## config.mk

```make
export PLATFORM = sky130hd
export DESIGN_NAME = call_return_ctrl
export DESIGN_NICKNAME = d
export VERILOG_FILES = /design/src/rtl/call_return_ctrl.sv
export SDC_FILE = /design/constraint.sdc
export NUM_CORES = 1
export LEC_CHECK = 0
export BUFFER_PORTS_ARGS = -buffer_cell sky130_fd_sc_hd__buf_4
export CORE_MARGIN = 4
export CORE_UTILIZATION = 41
export DETAILED_ROUTE_END_ITERATION = 7
export PLACE_DENSITY = 0.86
export SETUP_SLACK_MARGIN = 0.1
export SKIP_LAST_GASP = 1
export SLEW_MARGIN = 20
export SYNTH_ARGS = -nofsm -noshare
export SYNTH_HDL_FRONTEND = slang
export SYNTH_SLANG_ARGS = --single-unit
```

## constraint.sdc

```tcl
create_clock -name clk -period 1.84 [get_ports clk]
set_clock_uncertainty 0.05 [all_clocks]
set_input_delay 0.276 -clock clk [delete_from_list [all_inputs] [get_ports clk]]
set_output_delay 0.276 -clock clk [all_outputs]
set_load 0.05 [all_outputs]
```

## src/rtl/call_return_ctrl.sv

```systemverilog
// Program-counter sequencer for the jump_cmd datapath: steps, jumps, calls and returns
// through an external return-address stack while tracking its depth to flag over/underflow.
module call_return_ctrl #(
    parameter int              AW       = 11,
    parameter int              DEPTH    = 16,
    parameter logic [AW-1:0]   RESET_PC = '0,
    parameter int              DW       = $clog2(DEPTH + 1)
) (
    input  logic          clk,
    input  logic          reset,
    input  logic          start,
    input  logic [AW-1:0] start_addr,
    input  logic          cmd_valid,
    output logic          cmd_ready,
    input  logic [1:0]    cmd,
    input  logic [AW-1:0] target,
    output logic [AW-1:0] pc,
    output logic          stk_push,
    output logic          stk_pop,
    output logic          stk_reset,
    output logic [AW-1:0] stk_din,
    input  logic [AW-1:0] stk_dout,
    output logic [DW-1:0] depth,
    output logic          fault,
    output logic          fault_ovf,
    output logic          fault_udf,
    output logic [1:0]    state_dbg
);

    typedef enum logic [1:0] {
        ST_IDLE  = 2'd0,
        ST_RUN   = 2'd1,
        ST_FAULT = 2'd2
    } state_t;

    localparam logic [1:0] CMD_NEXT = 2'b00;
    localparam logic [1:0] CMD_JMP  = 2'b01;
    localparam logic [1:0] CMD_CALL = 2'b10;
    localparam logic [1:0] CMD_RET  = 2'b11;

    state_t state;
    logic   accept;
    logic   full;
    logic   empty;

    // Handshake: a command transfers on a cycle where cmd_valid & cmd_ready are both high.
    // cmd_ready drops during reset/start so a command presented then is never counted as taken.
    assign cmd_ready = (state == ST_RUN) && !start && !reset;
    assign accept    = cmd_valid && cmd_ready;
    assign full      = (depth == DW'(DEPTH));
    assign empty     = (depth == '0);

    assign stk_push  = accept && (cmd == CMD_CALL) && !full;
    assign stk_pop   = accept && (cmd == CMD_RET) && !empty;
    assign stk_reset = reset || start;
    assign stk_din   = pc + AW'(1);
    assign state_dbg = state;

    always_ff @(posedge clk) begin
        if (reset) begin
            state     <= ST_IDLE;
            pc        <= RESET_PC;
            depth     <= '0;
            fault     <= 1'b0;
            fault_ovf <= 1'b0;
            fault_udf <= 1'b0;
        end else if (start) begin
            state     <= ST_RUN;
            pc        <= start_addr;
            depth     <= '0;
            fault     <= 1'b0;
            fault_ovf <= 1'b0;
            fault_udf <= 1'b0;
        end else if (accept) begin
            case (cmd)
                CMD_NEXT: pc <= pc + AW'(1);
                CMD_JMP:  pc <= target;
                CMD_CALL: begin
                    if (full) begin
                        fault     <= 1'b1;
                        fault_ovf <= 1'b1;
                        state     <= ST_FAULT;
                    end else begin
                        pc    <= target;
                        depth <= depth + DW'(1);
                    end
                end
                CMD_RET: begin
                    // Top of stack is read in the same cycle the pop is issued.
                    if (empty) begin
                        fault     <= 1'b1;
                        fault_udf <= 1'b1;
                        state     <= ST_FAULT;
                    end else begin
                        pc    <= stk_dout;
                        depth <= depth - DW'(1);
                    end
                end
                default: ;
            endcase
        end
    end

endmodule
```

==> reports/results.txt, run 1 <==
The flow ran to the end, but the final reports show violations. The final reports fail on negative setup slack. The smallest hold slack is 153 ps. The number of instances in the synthesized netlist was 190. The clock period minus final worst setup slack works out to 2040 ps. For the setup slack of the critical path after layout, the log shows -202 ps. The clock reaches the later pin of the worst-skew pair after 290 ps. The largest single stage delay on the critical path is 520 ps. The tools report the die area as 4710 um^2.

STA classifies the critical path startpoint as a flip-flop. After synthesis, the netlist uses 46 different library cells. 0 antenna diodes ended up in the layout. In this run the power density over the cells is 486 nW/um^2. The total overflow left after global routing is 0.

After clock tree synthesis, the clock-pin slew on the worst setup and hold paths is 100 ps. In the synthesized netlist the dominant register cell turns out to be sky130_fd_sc_hd__dfxtp_1. The net count of the finished layout is 356. Kind of end point of the critical path: a flip-flop. Sorting the synthesized cells by area gives the leading types as sky130_fd_sc_hd__dfxtp_1 (27%), sky130_fd_sc_hd__nor2_1 (7.0%), sky130_fd_sc_hd__ha_1 (5.8%). When the netlist entered floorplanning its net count stood at 236.

The endpoint arrival time on the critical path was 2150 ps; the global placer's final weighted congestion was 0.861. The first global-routing pass estimated 10.5 mm of wire. The async set-or-reset flop fraction in the synthesized netlist is 0. The count of nets left with antenna violations once routing finished came out at 0.

Among all cell types in the netlist, the one instantiated most often is sky130_fd_sc_hd__nor2_1. The tools report the total chip power as 1.50 mW. The min-delay analysis places its worst path in the category in -> reg. The wire length per cell after detailed routing is 24.9 um, and the core region area is 3440 um^2. The HPWL after detailed placement is 3.95 mm. For the number of global-route vias before repair, the log shows 2059. Setup slack of the worst register-to-register path: -200 ps. The average vias per placed instance was 6.54. The worst-case reg-to-reg path depth is 6, and the height of the die is 68.6 um. The run gives 0 as the initial antenna violation count. The adder-cell share of the synthesized area works out to 0.0581. Counting flops with a built-in enable in the synthesized netlist gives 0.

The post-synthesis simple-gate area fraction was 0.218; the site row count was 21. The routed layout has 2323 vias. CTS saw 20 sinks. The maximum number of pins on one net before global-route repair is 14. After synthesis, the largest family of logic cells by area is compound AO/OA/AOI/OAI gates. The routed design has 8.85 mm of wire. Walking the worst path, the cells encountered are nor4b_4, nand2_2, buf_6, or4_1, o21a_1, nor3b_1.

For the number of H-tree levels, the log shows 1. For the worst setup path, the data required time is 1950 ps. The met3 track utilization from global routing is 0.0729, and the final cycle utilization of the critical path is 1.11. Of all cell types, the one taking the most synthesized area is sky130_fd_sc_hd__dfxtp_1. Yosys printed 0 warnings.

A synthesized cell averages 7.94 um^2. Number of failing hold endpoints at the final stage: 0. The hold buffer count at CTS came out at 0.

Summing all flip-flop and latch instances after layout gives 444 um^2. The logs give 0.266 for the sequential-to-total area share from yosys stat and -3.20 ps for the pre-CTS worst setup slack. The fmax is 490 MHz. The startpoint identified for the worst register-to-register timing path is fault. For this block, the initial DRC count from the detailed router was 321. The run gives 0 as the total count of max-transition violations in the final report. The I/O pin count is 75, and the global router's overall resource usage is 0.310. In this run the worst path has a maximum fanout of 4. The run gives 0 as the reported max-cap violation count. After synthesis the netlist holds a flip-flop and latch count of 20. The clock root buffer master is sky130_fd_sc_hd__clkbuf_8.

For this run, design rule violations remaining after detail routing come to 0. For the number of iterations in the first detailed-routing pass, the log shows 5. In this run the deepest clock path goes through 2 buffers.

The tools report the utilization of the core after routing as 0.894. Compound-cell area share of the yosys netlist: 0.280. Measured along the x axis, the die boundary spans 68.6 um. During placement, the flow inserted port buffers numbering 74.

VDD sags by at most 349 uV. The fraction of layout cells with a size suffix above 1 works out to 0.634. Met2 layer usage reported by global route: 0.492. By count the netlist is led by sky130_fd_sc_hd__nor2_1 (28), sky130_fd_sc_hd__dfxtp_1 (20), sky130_fd_sc_hd__inv_1 (13), sky130_fd_sc_hd__nand2_1 (11), sky130_fd_sc_hd__o21ai_0 (10). The relative area change from synthesis to final layout was 104%. TritonCTS built the clock tree. Summing all multi-input logic gate instances after layout gives 1370 um^2. Setup repair after global routing could not meet its margin everywhere. Capture instance of the worst register-to-register path: depth[3]. The most critical setup path has its startpoint at fault. The filler cells instantiated in the layout total 156.

For the routing usage on met1, the log shows 0.365. After global routing, the most crowded layer is met2. Critical path class: reg -> reg. Count of final setup violators: 22.

The tools report the last element of the critical path as depth[3]. Worst slew margin relative to its limit: 0.593. The share of the synthesized area in the top cell type is 0.266, and the post-synthesis mux area share is 0.0199.

The logs give 0.438 for the initial core utilization and 3 for the number of buffers inserted during clock tree synthesis. The xor/xnor share of the synthesized area was 0.0755; the standby leakage power was 1.37 nW. After synthesis the cells add up to 1510 um^2.

At the pin with the least slew margin, the transition time is 608 ps. The worst-path cell with the longest stage delay is sky130_fd_sc_hd__or4_1.
[placed cells by master (no fill, tap or decap), drive strengths merged]
master and instances:
a32oi 5, ha 7, xnor2 5, or4 2, o21ai 11, or2 1, buf 126, a22oi 2
nor3 7, a221o 1, a211o 2, a21oi 7, inv 13, or3 2, o211ai 2, and2 1
o221ai 1, nand4b 1, xor2 8, nand2 13, nand4 1, o21bai 1, mux2i 3, clkinv 2
nor4b 1, a22o 1, nor2 28, a211oi 2, nand3 8, dfxtp 20, o311a 1, nor3b 1
o211a 1, a31oi 3, clkbuf 4, o21a 1, o31ai 3, a221oi 11
[stage by stage]
step                      cells  TNS (ps)  area [um^2]
after global placement      321         0         2440
final                       355     -2060         3080
after global routing        355     -2950         3080
after floorplan             190     -4760         1720
after CTS                   345      -317         2770
after detailed placement    321     -3.20         2440
[layer usage]
| metal | vias to the layer above | routed length [um] |
|---|---|---|
| met1 | 1097 | 3060 |
| met5 | - | 0 |
| met3 | 74 | 873 |
| met4 | 0 | 686 |
| met2 | 220 | 4220 |
| li1 | 932 | - |
[area by class of cell]
cell class                      instances  share of cell area
Clock buffer                            4              0.0146
Inverter                               15              0.0199
Sequential cell                        20               0.144
Multi-Input combinational cell        144               0.446
Tap cell                               46              0.0187
Timing Repair Buffer                  126               0.357
[power by group]
part,total (mW),switching [mW],internal [mW]
registers,0.487,0.0374,0.449
logic,0.661,0.388,0.272
clock network,0.348,0.192,0.156
[cells by family after synthesis]
kind of cell / count (synthesis)
xor gates and xnor gates: 13
adders and majority gates: 7
muxes: 3
DFF: 20
and+or+nand+nor: 66
AOI/OAI and AO/OA: 55
buffers and inverters: 26
[how the worst min path moves through the flow]
stage | startpoint | end | slack [ps] | cells after the start
global route | start_addr[4] | pc[4] | 150 | 3
floorplan | start_addr[5] | pc[5] | 330 | 2
detailed placement | fault_udf | fault_udf | 410 | 2
finish | start_addr[4] | pc[4] | 150 | 3
CTS | start_addr[5] | pc[5] | 150 | 3
global placement | fault_udf | fault_udf | 410 | 2
[state kept, by name, indices dropped and copies added (netlist names)]
signal,count
fault,1
fault_ovf,1
pc,11
fault_udf,1
state_dbg,1
depth,5
[worst max-delay path, delay by kind of cell, from the launching register on]
kind / cells / cell delay (ps)
AO/OA/AOI/OAI: 1 / 140
AND/OR/NAND/NOR: 4 / 1240
flip-flops: 1 / 370
buffers and inverters: 1 / 130
[repair_timing]
| action | 4_1_cts | 5_1_grt |
|---|---|---|
| setup endpoints to repair | 15 | 29 |
| gates cloned | 1 | 0 |
| pin swaps | 11 | 22 |
| buffers inserted | 19 | 10 |
| hold endpoints to repair | 0 | 0 |
| gates resized for setup | 28 | 53 |
Note: power is estimated with default switching activity, not from simulation.
==> inputs of run 2 (changes only) <==
BUFFER_PORTS_ARGS = not set   (was -buffer_cell sky130_fd_sc_hd__buf_4)
CORE_UTILIZATION = 56   (was 41)
DONT_BUFFER_PORTS = 1   (was not set)
PLACE_DENSITY = 0.84   (was 0.86)
==> run 2 against run 1 <==
  * The flow now stops in 4_1_cts
  * Synthesized area unchanged
  * Synthesized cell count unchanged
==> reports/results.txt, run 2 <==
The post-synthesis simple-gate area fraction is 0.218 (unchanged), and the synthesized cell area is 1510 um^2 (unchanged). The async set-or-reset flop fraction in the synthesized netlist was 0 (unchanged). The logs give 0.598 (+0.160) for the initial core utilization and 0.906 (+5.2%) for the global placer's final weighted congestion.

The run gives 0.261 ps (+3.46 ps) as the pre-CTS worst setup slack. The sequential-to-total area share from yosys stat came out at 0.266 (unchanged). Post-synthesis net count: 236 (unchanged). The post-placement cell count came out at 254 (-21%).

Summed over all instances, the cell type with the most area after synthesis is sky130_fd_sc_hd__dfxtp_1. The run gives 75 (unchanged) as the I/O pin count. Yosys attributes the largest share of cell area to sky130_fd_sc_hd__dfxtp_1 (27%), sky130_fd_sc_hd__nor2_1 (7.0%), sky130_fd_sc_hd__ha_1 (5.8%). For the number of buffers inserted during clock tree synthesis, the log shows 3 (unchanged). The horizontal die dimension is 59.9 um (-13%), and the number of clock sinks is 20 (unchanged). The tools report the number of warnings printed during yosys synthesis as 0 (unchanged). The number of buffer cells added on primary ports is 0 (-100%), and the flip-flop and latch count after synthesis is 20 (unchanged). Leading cell type by number of instances after synthesis: sky130_fd_sc_hd__nor2_1.

The flow did not finish. The compound-cell area share of the yosys netlist was 0.280 (unchanged); the height of the die was 59.9 um (-13%). The mean cell area of the mapped netlist works out to 7.94 um^2 (unchanged). For the number of instances in the synthesized netlist, the log shows 190 (unchanged). The site row count is 18 (-14%). After synthesis, the most frequently instantiated cells are sky130_fd_sc_hd__nor2_1 (28), sky130_fd_sc_hd__dfxtp_1 (20), sky130_fd_sc_hd__inv_1 (13), sky130_fd_sc_hd__nand2_1 (11), sky130_fd_sc_hd__o21ai_0 (10). Clock root buffer master: sky130_fd_sc_hd__clkbuf_4.

The number of enable flip-flop cells after synthesis works out to 0 (unchanged). The adder-cell share of the synthesized area is 0.0581 (unchanged), and the xor/xnor share of the synthesized area is 0.0755 (unchanged). Post-CTS repair timing setup buffer count: 13 (-6). After synthesis, the largest family of logic cells by area is compound AO/OA/AOI/OAI gates. The post-synthesis mux area share was 0.0199 (unchanged). The stage where the run came to a stop is 4_1_cts. The share of the synthesized area in the top cell type is 0.266 (unchanged), and the number of gates given a new drive strength after cts is 34 (+21%). The most frequently used flop master after synthesis is sky130_fd_sc_hd__dfxtp_1.

The hold buffer count at CTS came out at 2 (+2). The tools report the count of cell types in the netlist as 46 (unchanged). The logs give 1 (unchanged) for the number of H-tree levels and 4.16 mm (+5.3%) for the placed wire-length estimate.

For the maximum number of buffers from clock root to sink, the log shows 2 (unchanged). The first error in the log reads "[ERROR DPL-0033] detailed placement checks failed during check placement".
==> run 2: cell counts after synthesis <==
No cell type changed its count.
==> run 2: logic make-up after synthesis <==
family	count (synthesis)
muxes	3
buffers and inverters	26
xor gates and xnor gates	13
AOI/OAI and AO/OA	55
and+or+nand+nor	66
DFF	20
adders and majority gates	7
==> run 2: through the flow <==
stage	util	cell area [um^2]	TNS [ps]
floorplan	-	1720	-4760
global placement	0.834	2100	0
detailed placement	0.834	2100	0
==> inputs of run 3 (changes only) <==
CORE_UTILIZATION = 40   (was 56)
PLACE_DENSITY = not set   (was 0.84)
PLACE_DENSITY_LB_ADDON = 0.15   (was not set)
SETUP_SLACK_MARGIN = not set   (was 0.1)
clock period = 2.4 ns   (was 1.84 ns; I/O delays follow)
==> run 3 against run 2 <==
  * The run now ends clean
==> reports/results.txt, run 3 (synthesis gave the netlist of run 1 again) <==
The run finished with clean final reports. The standby leakage power was 0.801 nW. The number of gates given a new drive strength after cts came out at 0 (-100%). Largest incremental delay on the critical path: 380 ps.

The library cells used most frequently in the layout, excluding fill and tap cells, are sky130_fd_sc_hd__buf_4 (29), sky130_fd_sc_hd__nor2_1 (26), sky130_fd_sc_hd__dfxtp_1 (18). The average vias per placed instance came out at 5.80. Counting flops per register, the top entry is pc. The filler cells instantiated in the layout total 354. For this design, the slowest cell found on the critical path is sky130_fd_sc_hd__dfxtp_1. The initial core utilization is 0.412 (-0.186), and the maximum number of pins on one net before global-route repair is 22.

The fraction of layout cells with a size suffix above 1 works out to 0.258. The number of flip-flops under the largest register name was 11. The final instance area was 1920 um^2. The number of iterations in the first detailed-routing pass came out at 4. For the worst setup path, the data required time is 1990 ps. For the initial antenna violation count, the log shows 0. At the pin with the least slew margin, the transition time is 623 ps.

Most common library cell in the layout ignoring fill and taps: sky130_fd_sc_hd__buf_4. For the count of final setup violators, the log shows 0. The global placer's final weighted congestion is 0.819 (-9.5%), and the number of global-route vias before repair is 1619.

The tools report the kind of end point of the critical path as a primary output. The number of clock sinks came out at 20 (unchanged). The horizontal die dimension came out at 69.4 um (+16%). The core region area came out at 3660 um^2.

The hold buffer count at CTS is 0 (-2), and the worst slew margin relative to its limit is 0.582. The remaining global-route overflow was 0; the total number of vias was 1537. The cell type group with the largest total delay on the critical path was simple AND/OR/NAND/NOR gates. The later pin in the worst-skew pair is clocked with a latency of 270 ps.

The tools report the setup slack of the critical path after layout as 304 ps. After the first detailed-routing iteration, the DRC count stood at 94. The height of the die works out to 69.4 um (+16%). The number of H-tree levels was 1 (unchanged); the number of nets at the end of the flow was 264. In the final layout, flip-flops and latches occupy 405 um^2. The I/O pin count was 75 (unchanged); the wire length per cell after detailed routing was 17.6 um. Setup total negative slack on the finished layout was measured at 0 ps. The worst min-delay path class was in -> reg. VDD sags by at most 225 uV.

The startpoint class of the critical path is a flip-flop. TritonCTS built the clock tree. The die covers 4820 um^2.

The repair_antennas step left the layout with diodes totalling 0. In the final layout, the registers with the most flip-flops are pc x11, depth x5. In the routed design, unresolved DRC markers number 0. The run gives 1870 um^2 (-11%) as the area of placed instances. Clock tree synthesis selected as its root buffer the cell sky130_fd_sc_hd__clkbuf_8. The maximum number of buffers from clock root to sink is 2 (unchanged). Clock period minus final worst setup slack: 2100 ps. The final wirelength is 4.66 mm, and the sum of buffers and inverters on the critical path is 1. The antenna violation net count after detailed routing came out at 0. The final cycle utilization of the critical path is 0.873, and the multi-input logic area is 1030 um^2. The site row count is 22 (+4), and the number of buffers inserted during clock tree synthesis is 3 (unchanged). Power spread over the standard cell area amounts to 477 nW/um^2.

The number of failing hold endpoints at the final stage is 0, and the global-route wire length before repair is 7.41 mm. The tools report the post-CTS repair timing setup buffer count as 0 (-13). The post-placement cell count came out at 261 (+2.8%). The worst setup path is of the reg -> out kind. The run gives 317 ps (+317 ps) as the pre-CTS worst setup slack. The total count of max-transition violations in the final report was 0; the endpoint arrival time on the critical path was 1690 ps.

The critical path goes through ha_1, nand3_1, or2_2, xnor2_2, buf_12. The run gives 0.186 as the global router's overall resource usage. The number of buffer cells added on primary ports was 0 (unchanged). Setup repair after global routing left no endpoint under its margin. Across the run, the number of max-cap violations was 0. Clock slew at the register clock pins of the worst setup and hold paths: 80 ps. Largest fanout on the critical path: 4.

Compared with the post-synthesis result, the final layout area differs by 27.2%. The count of non-filler cells in the finished layout came out at 265. Static timing analysis puts the maximum clock frequency at 477 MHz. The logs give 3.54 mm (-15%) for the placed wire-length estimate and 93.0 ps for the smallest hold slack.
## run 3: worst register-to-register path, delay by kind of cell (launching register included)
| family | cells | cell delay (ps) |
|---|---|---|
| compound gates | 2 | 820 |
| simple gates | 3 | 810 |
| flops | 1 | 320 |
## run 3: final timing paths
path	startpoint	to	slack, ps	cells after the start
worst max-delay path	pc[0]	stk_din[8]	300	5
worst min-delay path	reset	state_dbg[0]	90	1
worst max register to register	depth[2]	pc[1]	310	5
worst min register to register	depth[4]	depth[4]	520	1
## run 3: power by group
| group | internal [mW] | switching, mW |
|---|---|---|
| combinational | 0.0996 | 0.208 |
| clock | 0.119 | 0.125 |
| sequential | 0.347 | 0.0166 |
| total | 0.565 | 0.350 |
## run 3: layout make-up
cell class | instances | area share
timing repair buffer | 34 | 0.166
inverter | 15 | 0.0294
multi-input combinational | 144 | 0.539
clock buffer | 4 | 0.0235
sequential | 20 | 0.211
tap | 48 | 0.0313
## run 3: layer usage
layer	vias to the layer above	wire, um	global-route usage
met3	5	347	0.0522
met1	733	1930	0.211
met2	54	2340	0.323
met5	-	0	0
met4	0	44	0.0803
li1	745	-	-
## run 3: metrics by stage
step	total power, mW	util
floorplan	0.597	-
global placement	0.673	0.512
detailed placement	0.679	0.512
CTS	0.919	0.524
global route	0.947	0.524
finish	0.915	0.524
